===== src/rtl/lr_d_sched_pkg.sv =====
// Shared types and defaults for the leaky-ReLU derivative scheduler.
// Holds the FSM state encoding and the lane/data defaults.
package lr_d_sched_pkg;

    localparam int DEF_LANES  = 4;
    localparam int DEF_DATA_W = 16;
    localparam int RD_LATENCY = 1;

    typedef enum logic [1:0] {
        IDLE  = 2'd0,
        ISSUE = 2'd1,
        DRAIN = 2'd2,
        DONE  = 2'd3
    } state_t;

endpackage


===== src/rtl/lr_d_skew_chain.sv =====
// Single-bit systolic skew chain: lane i sees the read strobe i+1 cycles late.
// Bubbles (zeros) travel down the chain like any other value.
module lr_d_skew_chain
    import lr_d_sched_pkg::*;
#(
    parameter int LANES = DEF_LANES
) (
    input  logic             clk,
    input  logic             rst_n,
    input  logic             rd_en,
    output logic [LANES-1:0] lane_valid
);

    always_ff @(posedge clk or negedge rst_n) begin
        if (!rst_n) begin
            lane_valid <= '0;
        end else begin
            for (int i = LANES - 1; i > 0; i--) begin
                lane_valid[i] <= lane_valid[i-1];
            end
            lane_valid[0] <= rd_en;
        end
    end

endmodule


===== src/rtl/leaky_relu_derivative_scheduler.sv =====
// Backward-pass scheduler for a bank of leaky-ReLU derivative lanes.
// Issues one buffer read per row, skews lane valids, then pulses done.
module leaky_relu_derivative_scheduler
    import lr_d_sched_pkg::*;
#(
    parameter int LANES  = DEF_LANES,
    parameter int ROW_W  = 8,
    parameter int ADDR_W = 16,
    parameter int DATA_W = DEF_DATA_W
) (
    input  logic              clk,
    input  logic              rst_n,
    input  logic              start_in,
    input  logic [ROW_W-1:0]  num_rows_in,
    input  logic [ADDR_W-1:0] base_addr_in,
    input  logic [DATA_W-1:0] leak_factor_in,
    input  logic              ub_ready_in,
    output logic              rd_en_out,
    output logic [ADDR_W-1:0] rd_addr_out,
    output logic [LANES-1:0]  lane_valid_out,
    output logic [DATA_W-1:0] leak_factor_out,
    output logic              busy_out,
    output logic              done_out
);

    localparam int CNT_W = (LANES > 1) ? $clog2(LANES) : 1;

    state_t state;
    state_t next_state;

    logic [ROW_W-1:0]  num_rows;
    logic [ROW_W-1:0]  row_cnt;
    logic [ADDR_W-1:0] addr;
    logic [DATA_W-1:0] leak;
    logic [CNT_W-1:0]  drain_cnt;
    logic              accept;
    logic              last_read;

    assign accept    = (state == IDLE) && start_in;
    assign last_read = rd_en_out && (row_cnt == num_rows - ROW_W'(1));

    always_ff @(posedge clk or negedge rst_n) begin
        if (!rst_n) begin
            state <= IDLE;
        end else begin
            state <= next_state;
        end
    end

    always_comb begin
        next_state = state;
        unique case (state)
            IDLE: begin
                if (start_in) begin
                    next_state = (num_rows_in == '0) ? DONE : ISSUE;
                end
            end
            ISSUE: begin
                if (last_read) begin
                    next_state = DRAIN;
                end
            end
            DRAIN: begin
                if (drain_cnt == '0) begin
                    next_state = DONE;
                end
            end
            DONE: begin
                next_state = IDLE;
            end
            default: begin
                next_state = IDLE;
            end
        endcase
    end

    always_comb begin
        rd_en_out = 1'b0;
        busy_out  = 1'b0;
        done_out  = 1'b0;
        unique case (state)
            IDLE: begin
                busy_out = 1'b0;
            end
            ISSUE: begin
                rd_en_out = ub_ready_in;
                busy_out  = 1'b1;
            end
            DRAIN: begin
                busy_out = 1'b1;
            end
            DONE: begin
                busy_out = 1'b1;
                done_out = 1'b1;
            end
            default: begin
                busy_out = 1'b0;
            end
        endcase
    end

    // The address register tracks base + row_cnt so the strobe needs no adder.
    always_ff @(posedge clk or negedge rst_n) begin
        if (!rst_n) begin
            num_rows <= '0;
            row_cnt  <= '0;
            addr     <= '0;
            leak     <= '0;
        end else if (accept) begin
            num_rows <= num_rows_in;
            row_cnt  <= '0;
            addr     <= base_addr_in;
            leak     <= leak_factor_in;
        end else if (rd_en_out) begin
            row_cnt <= row_cnt + ROW_W'(1);
            addr    <= addr + ADDR_W'(1);
        end
    end

    always_ff @(posedge clk or negedge rst_n) begin
        if (!rst_n) begin
            drain_cnt <= '0;
        end else if (state == ISSUE && last_read) begin
            drain_cnt <= CNT_W'(LANES - 1);
        end else if (state == DRAIN && drain_cnt != '0) begin
            drain_cnt <= drain_cnt - CNT_W'(1);
        end
    end

    lr_d_skew_chain #(
        .LANES(LANES)
    ) u_skew (
        .clk        (clk),
        .rst_n      (rst_n),
        .rd_en      (rd_en_out),
        .lane_valid (lane_valid_out)
    );

    assign rd_addr_out     = addr;
    assign leak_factor_out = leak;

endmodule


===== config.mk =====
export PLATFORM = sky130hd
export DESIGN_NAME = leaky_relu_derivative_scheduler
export DESIGN_NICKNAME = d
export VERILOG_FILES = /design/src/rtl/lr_d_sched_pkg.sv /design/src/rtl/lr_d_skew_chain.sv /design/src/rtl/leaky_relu_derivative_scheduler.sv
export SDC_FILE = /design/constraint.sdc
export NUM_CORES = 1
export LEC_CHECK = 0
export ABC_CLOCK_PERIOD_IN_PS = 2100
export BUFFER_PORTS_ARGS = -buffer_cell sky130_fd_sc_hd__buf_2
export CAP_MARGIN = 10
export CORE_MARGIN = 1.5
export CORE_UTILIZATION = 46
export CTS_CLUSTER_DIAMETER = 40
export CTS_CLUSTER_SIZE = 12
export DETAILED_ROUTE_END_ITERATION = 8
export MAX_ROUTING_LAYER = met4
export PLACE_DENSITY = 0.76
export SYNTH_ARGS = -nofsm -noshare
export SYNTH_HDL_FRONTEND = slang
export SYNTH_HIERARCHICAL = 1
export SYNTH_SLANG_ARGS = --single-unit

===== constraint.sdc =====
create_clock -name clk -period 2.1 [get_ports clk]
set_input_delay 0.21 -clock clk [delete_from_list [all_inputs] [get_ports clk]]
set_output_delay 0.21 -clock clk [all_outputs]
set_load 0.01 [all_outputs]

==> flow_metrics.py <==
metrics = {
    "pwr": {
        "p_per_area_nw_per_um2": 1370,
        "internal_power_w": 0.00281,
        "p_seq_share_pct": 41.7,
        "comb_power_share_pct": 43.5,
        "max-vdd-ir-drop_uv": 676,
        "p_sw_w": 0.00188,
        "swShare_pct": 40.1,
        "clock_power_share_pct": 14.8,
        "p_leak_nw": 1.71,
    },
    "drt": {
        "drt-vias-per-instance": 4.96,
        "routed-via-count": 2283,
        "drc_errors": 0,
        "drtIter0Drc": 125,
        "ant_nets": 0,
        "totalWireLength_um": 5660,
        "dr.pass1.iters": 4,
        "routedWlPerCell_um": 12.3,
    },
    "clock_tree": {
        "cts_root_buf": "clkbuf_8",
        "cts_made_buffers": 5,
        "cts_max_level": 2,
        "cts_tree": "done",
        "cts_buffer_depth": 2,
        "numClockSinks": 56,
        "clk_pin_slew_ps": 100,
        "clk-insertion-delay-late_ps": 300,
    },
    "synthesis": {
        "netlist_area_um2": 2790,
        "seq_area_frac_synth_pct": 50.3,
        "synth_edf_count": 0,
        "yosys_warnings": 6,
        "synth_top_cell_by_area": "dfrtp_1",
        "netlist_top_cells_area": "dfrtp_1 (50%), nand2_1 (13%), xor2_1 (5.7%)",
        "synth_top_area_share_pct": 50.3,
        "synth_cells": 300,
        "syn_avg_cell_area_um2": 9.29,
        "async_flop_share_pct": 100,
        "ys_ff_latch": 56,
        "synth_flop_cell": "dfrtp_1",
        "ys_types": 33,
        "syn_nets": 353,
    },
    "timing": {
        "tightest_slew_ps": 371,
        "fmax_ghz": 0.513,
        "period_minus_slack_ps": 1950,
        "slew_headroom_pct": 75.2,
        "finalMaxSlewViolations": 0,
        "final_hold_viol_count": 0,
        "hold_slack_ps": 91.2,
        "fin_crit_sh_pct": 92.9,
        "fin_ws_ps": 150,
        "skew_ps": 6.29,
        "setup_viol": 0,
    },
    "die": {
        "core_area_um2": 5890,
        "die_h_um": 80.8,
        "initial_core_util_pct": 47.4,
        "die_area_um2": 6540,
        "boundaryPins": 83,
        "fp.dieW_um": 80.8,
        "rows": 28,
    },
    "job": {
        "drv_cap": 0,
    },
    "global_routing": {
        "grt_pass1_wl_um": 9460,
        "gr-total-overflow": 0,
        "grt_use_total_pct": 18.9,
        "antenna_found_initial": 0,
        "grt_max_degree": 57,
        "first_global_vias": 2098,
    },
    "min_path": {
        "hold_path_class": "in -> reg",
        "hold_depth": 3,
        "whs_endpoint": "leak_factor_out[14]",
        "hp-start": "leak_factor_in[14]",
    },
    "critical_path": {
        "path_common_cell": "a21oi_2",
        "cp_max_fo": 6,
        "path_cells": "inv_1, ha_2, o21bai_1, a211o_2, a21oi_2, o211ai_2, a21oi_2, mux2i_1",
        "reg2reg_depth": 8,
        "startpoint_type": "flip-flop",
        "r2r_end": "state[0]",
        "max_stage_delay_ps": 390,
        "worstPathArrival_ps": 2180,
        "r2r_setup_slack_ps": 150,
        "regToRegStartpoint": "num_rows[1]",
        "slowest_stage": "dfrtp_1",
        "worstPathRequired_ps": 2330,
        "end_kind": "flip-flop",
        "worstSetupPathType": "reg -> reg",
    },
    "layout": {
        "regArea_um2": 1400,
        "multi_input_area_um2": 1320,
        "area_growth_pct": 23.0,
        "finalNetCount": 437,
        "fillers": 544,
        "drive_gt1_share_pct": 29.1,
        "diodes": 0,
    },
    "outcome": {
        "status": "finished, final reports clean",
    },
    "placement": {
        "routabilityCongestion": 0.830,
        "portBuffers": 82,
        "place_ws_ps": 74.9,
        "dp_hpwl_um": 4090,
    },
}
[critical path, delay by kind of cell, from the launching register on]
family / cells / cell delay [ps]
adders and majority gates: 1 / 210
muxes: 1 / 210
DFF: 1 / 390
buffers and inverters: 1 / 70
AOI/OAI and AO/OA: 5 / 1010
[sequential cells by signal (all words and copies together) (netlist names)]
name and count:
drain_cnt 2, num_rows 8, u_skew/lane_valid 4, state 2, leak_factor_out 16, row_cnt 8, rd_addr_out 16
[per-stage QoR]
step                setup TNS, ps  utilization (%)  area [um2]  instances  total power (W)
detailed placement              0             56.0        3290        450          0.00399
global placement                0             56.0        3290        450          0.00391
CTS                             0             58.0        3410        459          0.00469
finish                          0             58.3        3430        460          0.00469
global route                -4.39             58.3        3430        460          0.00510
floorplan                       0                -        2790        300          0.00326
[cells in the mapped netlist (3+ instances only)]
cell type   n
nand2_1    98
dfrtp_1    56
o21ai_0    20
xor2_1     18
xnor2_1    16
nor2_1     13
clkbuf_1   11
nand4_1    11
ha_1        9
inv_1       7
mux2i_1     4
nor3_1      4
a21oi_1     3
nand3_1     3
nor2b_1     3
nor4_1      3
[how the worst max path moves through the flow]
stage                            from       end  slack [ps]
after floorplan           num_rows[0]  state[0]         180
after global placement    num_rows[1]  state[0]         130
after detailed placement  num_rows[1]  state[0]          70
after CTS                 num_rows[1]  state[0]          50
after global routing      num_rows[1]  state[0]          -4
final                     num_rows[1]  state[0]         150
[cells by family (layout without fill, tap and decap cells)]
kind of cell	Yosys count	after routing	synth area share, %
AO/OA/AOI/OAI	31	31	6.78
XOR/XNOR	34	34	10.7
adder cells (fa/ha/maj)	9	9	4.04
buffers and inverters	20	105	3.01
flip-flops	56	56	50.3
multiplexers	4	4	1.44
AND/OR/NAND/NOR	146	146	23.8
[routing by layer]
metal / share of wire, % / global-route usage, % / vias to the layer above
li1: - / - / 1146
met1: 48 / 25.9 / 1080
met2: 47 / 29.8 / 55
met3: 4.4 / 3.48 / 2
met4: 0.32 / 3.10 / 0
met5: 0 / - / -
[power by group through the flow]
| stage | logic, W | registers [W] | clock network, W |
|---|---|---|---|
| after floorplan | 0.00119 | 0.00207 | 0 |
| after detailed placement | 0.00203 | 0.00196 | 0 |
| after global routing | 0.00232 | 0.00203 | 0.000752 |
| final | 0.00204 | 0.00195 | 0.000695 |
| after global placement | 0.00196 | 0.00195 | 0 |
| after CTS | 0.00203 | 0.00195 | 0.000709 |
[layout make-up]
cell class	instances	share of cell area (%)
well taps	75	2.74
repair buffers	90	14.2
flip-flops and latches	56	40.9
clock buffers	6	2.12
multi-input cells	224	38.3
inverters	7	0.766
clock inverters	2	1.02
[what timing repair did]
action | in CTS | in global routing
hold endpoints to repair | 56 | 0
setup endpoints to repair | 0 | 4
setup buffers | 0 | 1
hold buffers | 1 | 0
resized for setup | 0 | 5
[cell usage in the layout (no fill, tap or decap), types with 3 or more instances in the layout]
master,count
nand2_1,98
buf_2,82
dfrtp_1,56
o21ai_0,20
xor2_1,18
xnor2_1,16
nor2_1,13
nand4_1,11
ha_1,7
inv_1,6
buf_4,6
clkbuf_8,5
mux2i_1,4
nor3_1,4
nand3_1,3
nor4_1,3
nor2b_1,3
(Power assumes the default switching activity.)
